<file path="config.mk">
export PLATFORM = sky130hd
export DESIGN_NAME = elevator_request_latch
export DESIGN_NICKNAME = d
export VERILOG_FILES = /design/src/rtl/elev_pkg.sv /design/src/rtl/button_debounce.sv /design/src/rtl/elevator_request_latch.sv
export SDC_FILE = /design/constraint.sdc
export NUM_CORES = 1
export LEC_CHECK = 0
export ABC_AREA = 1
export BUFFER_PORTS_ARGS = -buffer_cell sky130_fd_sc_hd__buf_2
export CORE_UTILIZATION = 63
export DETAILED_ROUTE_END_ITERATION = 12
export PLACE_DENSITY_LB_ADDON = 0.12
export SLEW_MARGIN = 20
export SYNTH_ARGS = -nofsm -noshare
export SYNTH_HDL_FRONTEND = slang
export SYNTH_SLANG_ARGS = --single-unit
</file>
<file path="constraint.sdc">
create_clock -name clk -period 3.46 [get_ports clk]
set_input_delay 0.519 -clock clk [delete_from_list [all_inputs] [get_ports clk]]
set_output_delay 0.519 -clock clk [all_outputs]
set_load 0.01 [all_outputs]
</file>
<file path="src/rtl/elev_pkg.sv">
`default_nettype none
// ============================================================================
//  Module      : elev_pkg
//  Description : Shared types and constants for the 4-floor elevator
//                controller and its request latch front end.
//                NUM_FLOORS     - floors served (fixed at 4)
//                FLOOR_0..3     - 2-bit floor codes
//                floor_t        - floor index type
//                req_state_t    - request latch FSM states
//                floor_onehot() - floor code to one-hot request mask
//  Revision    : 1.0 - initial release
// ============================================================================
package elev_pkg;

  localparam int NUM_FLOORS = 4;

  typedef logic [1:0] floor_t;

  localparam floor_t FLOOR_0 = 2'd0;
  localparam floor_t FLOOR_1 = 2'd1;
  localparam floor_t FLOOR_2 = 2'd2;
  localparam floor_t FLOOR_3 = 2'd3;

  typedef enum logic {
    IDLE = 1'b0,
    DOOR = 1'b1
  } req_state_t;

  function automatic logic [NUM_FLOORS-1:0] floor_onehot(input floor_t f);
    floor_onehot    = '0;
    floor_onehot[f] = 1'b1;
  endfunction

endpackage
`default_nettype wire

</file>
<file path="src/rtl/button_debounce.sv">
`default_nettype none
// ============================================================================
//  Module      : button_debounce
//  Description : Single-bit synchroniser plus debouncer for a raw floor
//                button. The debounced level follows the synchronised level
//                only after it has differed for DEBOUNCE_CYCLES consecutive
//                cycles; any return to the current level restarts the count.
//  Ports       : clk       - system clock
//                reset_n   - asynchronous active-low reset
//                button    - raw asynchronous button input
//                debounced - filtered, clock-domain level
//  Revision    : 1.0 - initial release
// ============================================================================
module button_debounce #(
  parameter int DEBOUNCE_CYCLES = 16
) (
  input  logic clk,
  input  logic reset_n,
  input  logic button,
  output logic debounced
);

  localparam int CNT_W = $clog2(DEBOUNCE_CYCLES + 1);
  localparam logic [CNT_W-1:0] CNT_LAST = CNT_W'(DEBOUNCE_CYCLES - 1);

  logic             sync_1;
  logic             sync_2;
  logic [CNT_W-1:0] cnt;

  always_ff @(posedge clk or negedge reset_n) begin
    if (!reset_n) begin
      sync_1    <= 1'b0;
      sync_2    <= 1'b0;
      cnt       <= '0;
      debounced <= 1'b0;
    end else begin
      sync_1 <= button;
      sync_2 <= sync_1;
      if (sync_2 != debounced) begin
        // The edge that sees the final differing sample commits the change,
        // so the counter never climbs past CNT_LAST.
        if (cnt == CNT_LAST) begin
          debounced <= sync_2;
          cnt       <= '0;
        end else begin
          cnt <= cnt + 1'b1;
        end
      end else begin
        cnt <= '0;
      end
    end
  end

endmodule
`default_nettype wire

</file>
<file path="src/rtl/elevator_request_latch.sv">
`default_nettype none
// ============================================================================
//  Module      : elevator_request_latch
//  Description : Debounces the floor buttons, latches pending requests and
//                serves them when the car is stopped at a requested floor,
//                then holds the door open for DOOR_CYCLES cycles. Requests
//                are hidden from the controller while the door is open.
//  Ports       : clk           - system clock
//                reset_n       - asynchronous active-low reset
//                button[3:0]   - raw floor buttons, bit i = floor i
//                current_floor - floor indicator from controller
//                moving        - controller moving flag
//                request[3:0]  - pending requests, zero while door is open
//                door_open     - high for the whole dwell
//                served        - one-cycle pulse when a request is cleared
//                served_floor  - floor last cleared
//  Build macro : ELEV_DOOR_REOPEN_EN - a fresh press of the served floor
//                during the dwell restarts the dwell instead of being dropped
//  Revision    : 1.0 - initial release
// ============================================================================
module elevator_request_latch
  import elev_pkg::*;
#(
  parameter int DEBOUNCE_CYCLES = 16,
  parameter int DOOR_CYCLES     = 64
) (
  input  logic                  clk,
  input  logic                  reset_n,
  input  logic [NUM_FLOORS-1:0] button,
  input  floor_t                current_floor,
  input  logic                  moving,
  output logic [NUM_FLOORS-1:0] request,
  output logic                  door_open,
  output logic                  served,
  output floor_t                served_floor
);

  localparam int DWELL_W = $clog2(DOOR_CYCLES);
  localparam logic [DWELL_W-1:0] DWELL_RELOAD = DWELL_W'(DOOR_CYCLES - 1);

  logic [NUM_FLOORS-1:0] debounced;
  logic [NUM_FLOORS-1:0] debounced_q;
  logic [NUM_FLOORS-1:0] rise;
  logic [NUM_FLOORS-1:0] pending;
  logic [NUM_FLOORS-1:0] pending_nx;
  logic [NUM_FLOORS-1:0] request_nx;
  logic [NUM_FLOORS-1:0] set_mask;
  logic [NUM_FLOORS-1:0] clear_mask;
  req_state_t            state;
  req_state_t            state_nx;
  logic [DWELL_W-1:0]    dwell;
  logic [DWELL_W-1:0]    dwell_nx;
  logic                  door_open_nx;
  logic                  served_nx;
  floor_t                served_floor_nx;

  for (genvar i = 0; i < NUM_FLOORS; i++) begin : g_debounce
    button_debounce #(
      .DEBOUNCE_CYCLES(DEBOUNCE_CYCLES)
    ) u_button_debounce (
      .clk      (clk),
      .reset_n  (reset_n),
      .button   (button[i]),
      .debounced(debounced[i])
    );
  end

  assign rise = debounced & ~debounced_q;

  always_ff @(posedge clk or negedge reset_n) begin
    if (!reset_n) begin
      state        <= IDLE;
      dwell        <= '0;
      debounced_q  <= '0;
      pending      <= '0;
      request      <= '0;
      door_open    <= 1'b0;
      served       <= 1'b0;
      served_floor <= FLOOR_0;
    end else begin
      state        <= state_nx;
      dwell        <= dwell_nx;
      debounced_q  <= debounced;
      pending      <= pending_nx;
      request      <= request_nx;
      door_open    <= door_open_nx;
      served       <= served_nx;
      served_floor <= served_floor_nx;
    end
  end

  always_comb begin
    state_nx        = state;
    dwell_nx        = dwell;
    door_open_nx    = door_open;
    served_nx       = 1'b0;
    served_floor_nx = served_floor;
    set_mask        = rise;
    clear_mask      = '0;

    case (state)
      IDLE: begin
        if (!moving && pending[current_floor]) begin
          clear_mask      = floor_onehot(current_floor);
          served_nx       = 1'b1;
          served_floor_nx = current_floor;
          door_open_nx    = 1'b1;
          dwell_nx        = DWELL_RELOAD;
          state_nx        = DOOR;
        end
      end
      DOOR: begin
        // A press for the floor being served never becomes a new request.
        set_mask = rise & ~floor_onehot(served_floor);
`ifdef ELEV_DOOR_REOPEN_EN
        if (rise[served_floor]) begin
          dwell_nx = DWELL_RELOAD;
        end else if (dwell == '0) begin
          state_nx     = IDLE;
          door_open_nx = 1'b0;
        end else begin
          dwell_nx = dwell - 1'b1;
        end
`else
        if (dwell == '0) begin
          state_nx     = IDLE;
          door_open_nx = 1'b0;
        end else begin
          dwell_nx = dwell - 1'b1;
        end
`endif
      end
      default: begin
        state_nx     = IDLE;
        door_open_nx = 1'b0;
      end
    endcase

    // Clear is applied after set so a same-cycle clear wins.
    pending_nx = (pending | set_mask) & ~clear_mask;
    request_nx = door_open_nx ? '0 : pending_nx;
  end

endmodule
`default_nettype wire

</file>
==> key figures, run 1 <==
Placed design
  • Dpl hpwl: 2.394 mm
  • Number of instances in the placed design: roughly 290
  • Port Buffer Count: 16
  • Pre-CTS WS: 1975 ps
  • GP Congestion: 0.7804

Critical path
  • Crit path launch type: register
  • Slowest stage delay, CP: 450 ps
  • WP data arrival: 970 ps
  • Crit path max fanout: 5
  • Crit end category: output pin
  • Slowest stage cell, crit path: dfrtp_1
  • Required @ worst endpoint: 2940 ps
  • CP Buf/Inv Count: 1
  • Crit Path Class: reg2out
  • Cells along the critical path: buf_2
  • CP delay by family, top: flip-flops

STA
  • # setup viols final: 0
  • Final period util: 0.4311
  • Final hold violations: 0
  • Period minus WS final: 1492 ps
  • Unrepaired setup endpoints after global routing: false
  • Setup Skew: 5.262 ps
  • Final setup margin: 1968 ps
  • Setup TNS: 0 ps
  • Final Max Slew Viols: 0
  • Max Clk Rate: 0.6704 GHz
  • Max transition margin: 0.4772
  • Actual slew at the worst max-slew pin: 784.2 ps

Outcome
  • Status: complete, no violations

Synthesis
  • Predominant post-synthesis flop cell: dfrtp_1
  • Commonest cells in the netlist: 55 x dfrtp_1, 49 x nand2_1, 28 x nor2_1, 24 x inv_1, 21 x nand3_1
  • Post-synthesis cell type count: 21
  • Async set or reset register ratio after synthesis: 1.000
  • Synth area leaders: dfrtp_1 62%, nand2_1 8.3%, nand3_1 4.7%
  • Syn Nets: 245
  • Seq/Total Area, Yosys: 0.6176
  • Mapped cell area: 0.002228 mm^2
  • Count leader, synth: dfrtp_1
  • Yosys top cell by area: dfrtp_1
  • EDFF count, synth: 0
  • Gate Count Post-Synth: 230
  • Top cell type's share of synthesized area: 0.6176
  • Synthesized area per cell: 9.689 um^2
  • Synth warn: 0
  • Synth Register Bits: 55

Die
  • Die Width: 61.48 um
  • DIE AREA: 0.003779 mm^2
  • Row count: 21
  • IO Count: 17
  • Starting density of the core: 0.6626
  • Core ar.: 0.003363 mm^2
  • Die Ht: 61.48 um

Clock tree
  • TritonCTS Buffers: 5
  • Worst skew pair latency: 370 ps
  • Sink Count: 55
  • PostCTS Resize Cnt: 0
  • Worst-case clock buffer depth: 2
  • Hold buffers post-CTS: 0
  • Post-CTS Setup Inserts: 0
  • CTS clk-pin slew, worst paths: approximately 140 ps
  • CTS tree: done
  • H-tree depth: 2
  • Root Driver: clkbuf_4

Detailed routing
  • First-pass iteration count of the detailed router: 4
  • WL final: 3.364 mm
  • Vias: 1508
  • Drt drc: 0
  • DR iter-0 viols: between 70 and 80
  • DR vias/cell: a little over 5
  • Avg WL per Cell: about 11 um
  • DRT antenna net count: 0

Global route
  • First-pass GRT wire length: 5.637 mm
  • GR Layer Usage met1: 0.2930
  • Routing usage on met3: 0.04412
  • Initial antenna violation count: 0
  • Largest net degree at the start of global routing: 38
  • Total track usage: 0.2124
  • Met2 layer usage reported by global route: 0.3199
  • Gr ovfl total: 0
  • Busiest grt layer: met2
  • Vias in the first global route: around 1300

Power and ir drop
  • Max IR drop VDD: about 0.45 mV
  • PwrDens: 637.0 mW/mm^2
  • Pleak: 1.292 nW

Cells and area
  • Inserted Diodes: 0
  • Area Growth Syn to Fin: 8.310%
  • # fillers: 274
  • Nets: between 200 and 300
  • Final non-filler cell total: 298
  • Share of layout cells above drive strength 1: 0.1111

Hold path
  • HP Class: in2async

Run
  • MaxCap Viol Count: 0
==> power by group <==
group | switching [mW] | total, mW | internal (mW)
Clock | 0.178 | 0.273 | 0.0945
Combinational | 0.246 | 0.403 | 0.157
Sequential | 0.102 | 0.861 | 0.759
==> metal layers <==
layer / vias to the layer above / share of wire
li1: 774 / -
met3: 7 / 0.029
met5: - / 0
met4: 0 / 0.024
met1: 703 / 0.52
met2: 24 / 0.43
==> cell type report <==
class,instances,area [um^2],share of cell area
repair buffers,17,87.58,0.03629
inverters,25,93.84,0.03888
clock buffers,6,51.30,0.02125
well taps,46,57.56,0.02385
flip-flops and latches,55,1376,0.5702
clock inverters,1,5.005,0.002074
multi-input cells,148,742.0,0.3074
==> cells in the final DEF (no fill, tap or decap), types with 2 or more instances in the layout <==
cell type   n
a31oi_1     2
nand3_1    21
a21oi_1    10
o21ai_0     9
clkbuf_4    5
xor2_1      4
nand2_2     2
buf_2      16
nor3_1      4
o21bai_1    2
nor2_1     28
xnor2_1     4
ha_1        6
nand2_1    49
dfrtp_1    55
inv_1      24
and3_1      4
==> state kept, by name, summed over array words and instances, names as in the netlist <==
| register | flops |
|---|---|
| g_debounce.u_button_debounce.cnt | 20 |
| dwell | 6 |
| debounced_q | 4 |
| g_debounce.u_button_debounce.debounced | 4 |
| g_debounce.u_button_debounce.sync_1 | 4 |
| g_debounce.u_button_debounce.sync_2 | 4 |
| pending | 4 |
| request | 4 |
| served_floor | 2 |
| door_open | 1 |
| served | 1 |
| state | 1 |
==> per-stage QoR <==
| step | util | power [mW] | hold WS [ps] | cell area (um^2) |
|---|---|---|---|---|
| after floorplan | - | 1.150 | 223.4 | 2228 |
| after global placement | 0.7009 | 1.270 | 331.9 | 2357 |
| after detailed placement | 0.7009 | 1.276 | 337.0 | 2357 |
| after CTS | 0.7176 | 1.554 | 217.1 | 2414 |
| after global routing | 0.7176 | 1.669 | 206.8 | 2414 |
| final | 0.7176 | 1.537 | 215.2 | 2414 |
==> cell families after synthesis <==
logic type,count (synthesis),share of synthesized area
compound gates,24,0.05727
buf+inv,27,0.04941
flops,55,0.6176
xor+xnor,8,0.03144
simple gates,110,0.2106
fa+ha+maj,6,0.03369
==> path summary, 6_finish.rpt <==
check | startpoint | end | slack, ps | cells after the start
min | reset_n | pending[3]$_DFF_PN0_ | 220 | 1
max | served_floor[1]$_DFFE_PN0P_ | served_floor[1] | 1970 | 1
max reg2reg | dwell[0]$_DFFE_PN0P_ | dwell[0]$_DFFE_PN0P_ | 2000 | 7
min in group clk | button[2] | g_debounce[2].u_button_debounce.sync_1$_DFF_PN0_ | 250 | 1
min reg2reg | g_debounce[0].u_button_debounce.sync_1$_DFF_PN0_ | g_debounce[0].u_button_debounce.sync_2$_DFF_PN0_ | 370 | 0
max in group asynchronous | reset_n | g_debounce[1].u_button_debounce.cnt[2]$_DFF_PN0_ | 2520 | 2
Power figures use the tool's default switching activity.
==> run 2, diff against run 1 <==
- CORE_UTILIZATION: 63 -> 58
- clock period: 3.46 -> 1.4 ns (I/O delays scaled with it)
==> run 2 against run 1 <==
  * Register-to-register slack worse by 1900 ps
  * Global-route usage fell by 1.2 points
  * Non-clock buffer count is 10 higher
  * Die area rose by 8.3%
  * Wire length up 5.2%
  * Worst hold slack gained 17 ps
  * Utilization fell by 2.1 points
  * Cell area grew 5.7%
  * Sequential share of layout area is 3.1 points lower
==> key figures, run 2 (synthesis results as in run 1) <==
Detailed routing
  • Avg WL per Cell: 11.38 um
  • Drt drc: 0
  • DR vias/cell: 4.936
  • Vias: 1535
  • First-pass iteration count of the detailed router: 4
  • WL final: between 3 and 4 mm
  • DR iter-0 viols: between 100 and 150
  • DRT antenna net count: 0

Critical path
  • FF-to-FF Start: state$_DFF_PN0_
  • Crit end category: register
  • Slowest stage cell, crit path: dfrtp_1
  • Cells along the critical path: nor2_1 -> nand2_4 -> nand2_2 -> nand2_1 -> nand2_1
  • Crit Path Class: reg2reg
  • Crit path max fanout: 17
  • CP delay by family, top: simple AND/OR/NAND/NOR gates
  • Required @ worst endpoint: 1590 ps
  • Slowest stage delay, CP: between 500 and 600 ps
  • CP Buf/Inv Count: 0
  • WP data arrival: between 1000 and 1500 ps
  • Most frequent CP cell: nand2_1
  • Crit path launch type: register
  • Worst Setup SP: state$_DFF_PN0_

Clock tree
  • Worst skew pair latency: 300 ps
  • Worst-case clock buffer depth: 2
  • Sink Count: 55
  • TritonCTS Buffers: 5
  • CTS tree: done
  • Root Driver: clkbuf_8
  • CTS clk-pin slew, worst paths: 90 ps
  • H-tree depth: 2

Global route
  • Gr ovfl total: 0
  • Initial antenna violation count: 0
  • Largest net degree at the start of global routing: 56
  • Total track usage: 0.2006
  • First-pass GRT wire length: 6.237 mm
  • Vias in the first global route: 1475

Placed design
  • Port Buffer Count: 16
  • GP Congestion: between 0.8 and 0.9
  • Pre-CTS WS: 36.66 ps
  • Dpl hpwl: 2.367 mm

Cells and area
  • Reg with most FFs: g_debounce.u_button_debounce.cnt
  • Biggest registers after layout: g_debounce.u_button_debounce.cnt x20, dwell x6
  • Area Growth Syn to Fin: 14.43%
  • Most frequent cells in the layout: 55 x dfrtp_1, 47 x nand2_1, 28 x nor2_1, 22 x inv_1, 21 x nand3_1
  • Number of flip-flops in the largest register: 20
  • Fin util: 0.6965
  • Inserted Diodes: 0
  • Nets: 277
  • # fillers: approximately 300
  • Share of layout cells above drive strength 1: 0.1407
  • Commonest non-fill, non-tap cell in the layout: dfrtp_1

Hold path
  • Hold path startpoint: current_floor[1]
  • HP Class: in2reg

STA
  • Max Clk Rate: 0.7711 GHz
  • Final period util: 0.9263
  • Fin Hold WS: 232.1 ps
  • Unrepaired setup endpoints after global routing: true
  • Period minus WS final: 1297 ps
  • Final Max Slew Viols: 0
  • Max transition margin: 0.7664
  • # setup viols final: 0
  • Actual slew at the worst max-slew pin: 350.4 ps
  • Setup TNS: 0 ps
  • Final setup margin: 103.2 ps
  • Final hold violations: 0
  • Setup Skew: 6.894 ps

Die
  • Die Ht: 63.99 um
  • Die Width: 63.99 um
  • Starting density of the core: 0.6087
  • Core ar.: 0.003661 mm^2
  • Row count: 22
  • IO Count: 17
  • DIE AREA: 0.004094 mm^2

Power and ir drop
  • Pleak: ~1.3 nW
  • Max IR drop VDD: 0.7904 mV
  • Psw: roughly 1.4 mW
  • PwrDens: 1601 mW/mm^2
  • Logic pwr share: 0.288
  • Clock power share: 0.198
  • Power Internal: 2.720 mW
  • Sw frac: 0.3340
  • Reg power frac: 0.514
  • Power after layout: 4.083 mW

Run
  • MaxCap Viol Count: 0

Outcome
  • Status: complete, no violations
## run 2: routing by layer
metal | share of wire | routed length [um] | track usage | up-vias
met3 | 0.042 | 149 | 0.05357 | 4
met1 | 0.48 | 1709 | 0.2647 | 704
met5 | 0 | 0 | 0 | -
met4 | 0.0090 | 32 | 0.06818 | 0
li1 | - | - | - | 794
met2 | 0.47 | 1646 | 0.3218 | 33
## run 2: path summary, 6_finish.rpt
path,slack [ps],endpoint,cells after the start
max,100,dwell[4]$_DFFE_PN0P_,5
min,230,pending[3]$_DFF_PN0_,4
max reg2reg,100,dwell[4]$_DFFE_PN0P_,5
min reg2reg,360,g_debounce[1].u_button_debounce.sync_2$_DFF_PN0_,0
max in group asynchronous,730,dwell[0]$_DFFE_PN0P_,3
min in group asynchronous,420,g_debounce[0].u_button_debounce.cnt[2]$_DFF_PN0_,3
## run 2: stage by stage
step                std cells  area (um^2)
floorplan                 230         2228
global placement          295         2387
detailed placement        295         2387
CTS                       304         2479
global route              311         2550
finish                    311         2550
## run 2: final cells by class
class	count	area, um^2	share of cell area
sequential	55	1376	0.5397
timing repair buffer	27	187.7	0.07360
multi-input combinational	148	750.7	0.2944
inverter	25	93.84	0.03680
tap	48	60.06	0.02355
clock buffer	7	76.32	0.02993
clock inverter	1	5.005	0.001963
## run 2: tightest hold or removal path: stages
cell and delay, ps:
buf_2 120, nand2_1 60, o21bai_1 60, inv_1 50
## run 2: repair_timing
action	CTS	global route
setup buffers	0	3
endpoints found under the hold margin	55	4
endpoints found under the setup margin	0	12
hold buffers	1	4
resized for setup	0	6
## run 2: power by group through the flow
stage / clock (mW) / combinational [mW] / sequential [mW]
2_1_floorplan: 0 / 0.738 / 2.10
3_3_place_gp: 0 / 1.06 / 2.11
3_5_place_dp: 0 / 1.08 / 2.12
4_1_cts: 0.847 / 1.09 / 2.09
5_1_grt: 0.905 / 1.35 / 2.14
6_report: 0.809 / 1.18 / 2.10
==> run 3, diff against run 2 <==
- ABC_AREA: 1 -> not set
- clock period: 1.4 -> 1.32 ns (I/O delays scaled with it)
==> run 3 against run 2 <==
  * The flow now finishes with violations (setup timing)
  * Register-to-register slack got worse by 440 ps
  * Flip-flop and latch count is the same
  * Non-clock buffer count increased by 30
  * Wire length is 35% higher
  * Combinational power up 71%
  * Clock skew is 0.53 ps lower
  * Setup slack got worse by 440 ps
  * Count of clock-buffer cells in the layout decreased by 2
  * Final cell count shrank 7.4%
==> key figures, run 3 <==
Detailed routing
  • First-pass iteration count of the detailed router: 4
  • DR vias/cell: 5.396
  • Avg WL per Cell: 16.64 um
  • DRT antenna net count: 0
  • DR iter-0 viols: 87
  • Drt drc: 0
  • WL final: approximately 4.8 mm
  • Vias: 1554

Clock tree
  • Worst-case clock buffer depth: 2
  • CTS tree: done
  • CTS clk-pin slew, worst paths: around 90 ps
  • Root Driver: clkbuf_8
  • TritonCTS Buffers: 5
  • Worst skew pair latency: 310 ps
  • Sink Count: 55
  • H-tree depth: 2

Cells and area
  • Share of layout cells above drive strength 1: 0.3926
  • Commonest non-fill, non-tap cell in the layout: dfrtp_1
  • Biggest registers after layout: g_debounce.u_button_debounce.cnt x20, dwell x6
  • # fillers: 175
  • Inserted Diodes: 0
  • Most frequent cells in the layout: 55 x dfrtp_1, 25 x buf_4, 21 x nor2_1, 17 x buf_2, 12 x xor2_1
  • Number of flip-flops in the largest register: 20
  • Fin util: 0.8452
  • Nets: approximately 260
  • Area Growth Syn to Fin: 35.28%
  • Reg with most FFs: g_debounce.u_button_debounce.cnt

Synthesis
  • Commonest cells in the netlist: 55 x dfrtp_1, 22 x nor2_1, 13 x inv_1, 12 x xor2_1, 10 x nand3_1
  • EDFF count, synth: 0
  • Predominant post-synthesis flop cell: dfrtp_1
  • Synth area leaders: dfrtp_1 64%, xor2_1 4.8%, nor2_1 3.8%
  • Synth Register Bits: 55
  • Mapped cell area: 0.002167 mm^2
  • Post-synthesis cell type count: 33
  • Count leader, synth: dfrtp_1
  • Async set or reset register ratio after synthesis: 1.000
  • Synthesized area per cell: 12.11 um^2
  • Synth warn: 0
  • Top cell type's share of synthesized area: 0.6351
  • Yosys top cell by area: dfrtp_1
  • Syn Nets: 194
  • Gate Count Post-Synth: roughly 180
  • Seq/Total Area, Yosys: 0.6351

STA
  • Final setup margin: -339.3 ps
  • Unrepaired setup endpoints after global routing: true
  • Actual slew at the worst max-slew pin: between 400 and 500 ps
  • Max transition margin: 0.7188
  • Period minus WS final: approximately 1700 ps
  • Max Clk Rate: 0.6027 GHz
  • # setup viols final: 12
  • Final Max Slew Viols: 0
  • Final hold violations: 0
  • Setup Skew: 6.359 ps
  • Final period util: 1.257

Placed design
  • Port Buffer Count: 16
  • GP Congestion: ~0.74
  • Dpl hpwl: 2.739 mm

Global route
  • Initial antenna violation count: 0
  • Total track usage: 0.2464
  • Gr ovfl total: 0
  • Vias in the first global route: 1565
  • First-pass GRT wire length: around 7.3 mm
  • Largest net degree at the start of global routing: 56

Power and ir drop
  • Power Internal: 3.646 mW
  • Reg power frac: 0.427
  • Power after layout: between 5 and 6 mW
  • Logic pwr share: 0.374
  • Max IR drop VDD: 0.9483 mV
  • Psw: 1.763 mW
  • Clock power share: 0.199
  • Sw frac: 0.3260
  • Pleak: 1.436 nW
  • PwrDens: 1845 mW/mm^2

Die
  • Row count: 21
  • Die Ht: 63.13 um
  • Core ar.: 0.003468 mm^2
  • DIE AREA: 0.003985 mm^2
  • Die Width: 63.13 um
  • IO Count: 17
  • Starting density of the core: 0.6248

Hold path
  • HP Class: in2reg
  • Worst Hold Depth: 2

Critical path
  • Crit end category: register
  • FF-to-FF path depth: 3
  • Crit path max fanout: 2
  • WP data arrival: 1860 ps
  • Crit path launch type: register
  • Required @ worst endpoint: 1520 ps
  • Crit Path Class: reg2reg

Run
  • MaxCap Viol Count: 0

Outcome
  • Failing checks: setup timing
  • Status: complete, but fails checks
## run 3: cell types whose count changed in the layout (fill, tap and decap cells not counted), sizes merged, moves of 6 or more
cell   before  now
buf        22   52
nor2       28   22
mux2        0    6
inv        25   13
nand3      21   10
xor2        4   12
nand2      52    5
a21oi      10    2
## run 3: power by group through the flow
| stage | Sequential, mW | Combinational, mW | Clock (mW) |
|---|---|---|---|
| floorplan | 2.29 | 0.706 | 0 |
| global placement | 2.24 | 1.25 | 0 |
| detailed placement | 2.27 | 1.31 | 0 |
| CTS | 2.27 | 1.56 | 1.09 |
| global route | 2.35 | 2.17 | 1.16 |
| finish | 2.31 | 2.02 | 1.08 |
## run 3: worst paths after layout
check / startpoint / end / slack [ps]
setup / recovery: dwell[1]$_DFFE_PN0P_ / dwell[5]$_DFFE_PN0P_ / -340
hold / removal: current_floor[1] / pending[3]$_DFF_PN0_ / 180
setup reg to reg: dwell[1]$_DFFE_PN0P_ / dwell[5]$_DFFE_PN0P_ / -340
hold reg to reg: g_debounce[3].u_button_debounce.sync_1$_DFF_PN0_ / g_debounce[3].u_button_debounce.sync_2$_DFF_PN0_ / 360
max in group asynchronous: reset_n / dwell[2]$_DFFE_PN0P_ / 680
min in group asynchronous: reset_n / g_debounce[2].u_button_debounce.cnt[1]$_DFF_PN0_ / 400
## run 3: stage by stage
step / TNS, ps / worst slack (ps) / instance area (um^2) / instances / hold WS, ps
after floorplan: -926.8 / -320.9 / 2192 / 179 / -97.59
after global placement: -2863 / -306.5 / 2466 / 257 / 208.7
after detailed placement: -3914 / -370.1 / 2466 / 257 / 214.7
after CTS: -2961 / -340.4 / 2721 / 274 / 156.0
after global routing: -4107 / -415.4 / 2932 / 288 / 180.3
final: -3165 / -339.3 / 2932 / 288 / 177.8
## run 3: logic make-up after synthesis
group                    after synthesis  share of synthesized area
AND/OR/NAND/NOR                       61                     0.1461
buffers and inverters                 14                    0.02425
multiplexers                           7                    0.03579
AO/OA/AOI/OAI                         24                    0.07564
adder cells (fa/ha/maj)                6                    0.03464
XOR/XNOR                              12                    0.04850
flip-flops                            55                     0.6351
## run 3: layer usage
layer,global-route usage,wire [um]
met3,0.04710,109
met2,0.4341,2535
met4,0.09302,171
met5,0,0
met1,0.2975,1976
## run 3: final cells by class
type | instances | area, um^2 | share of cell area
clock buffer | 5 | 68.82 | 0.02347
timing repair buffer | 57 | 444.2 | 0.1515
inverter | 13 | 58.81 | 0.02006
tap | 46 | 57.56 | 0.01963
multi-input combinational | 110 | 888.4 | 0.3030
clock inverter | 2 | 37.54 | 0.01280
sequential | 55 | 1376 | 0.4695
## run 3: worst max-delay path, stage by stage, from the launching register on
cell and delay (ps):
dfrtp_1 400, or4b_4 540, or3_4 340, a211o_1 260
## run 3: repair_timing
action                                  CTS  global route
pin swaps                                 9            11
setup buffers                             5            13
hold buffers                              5             0
cloned                                    0             1
endpoints found under the setup margin   12            26
endpoints found under the hold margin    59             0
resized for setup                        15            29
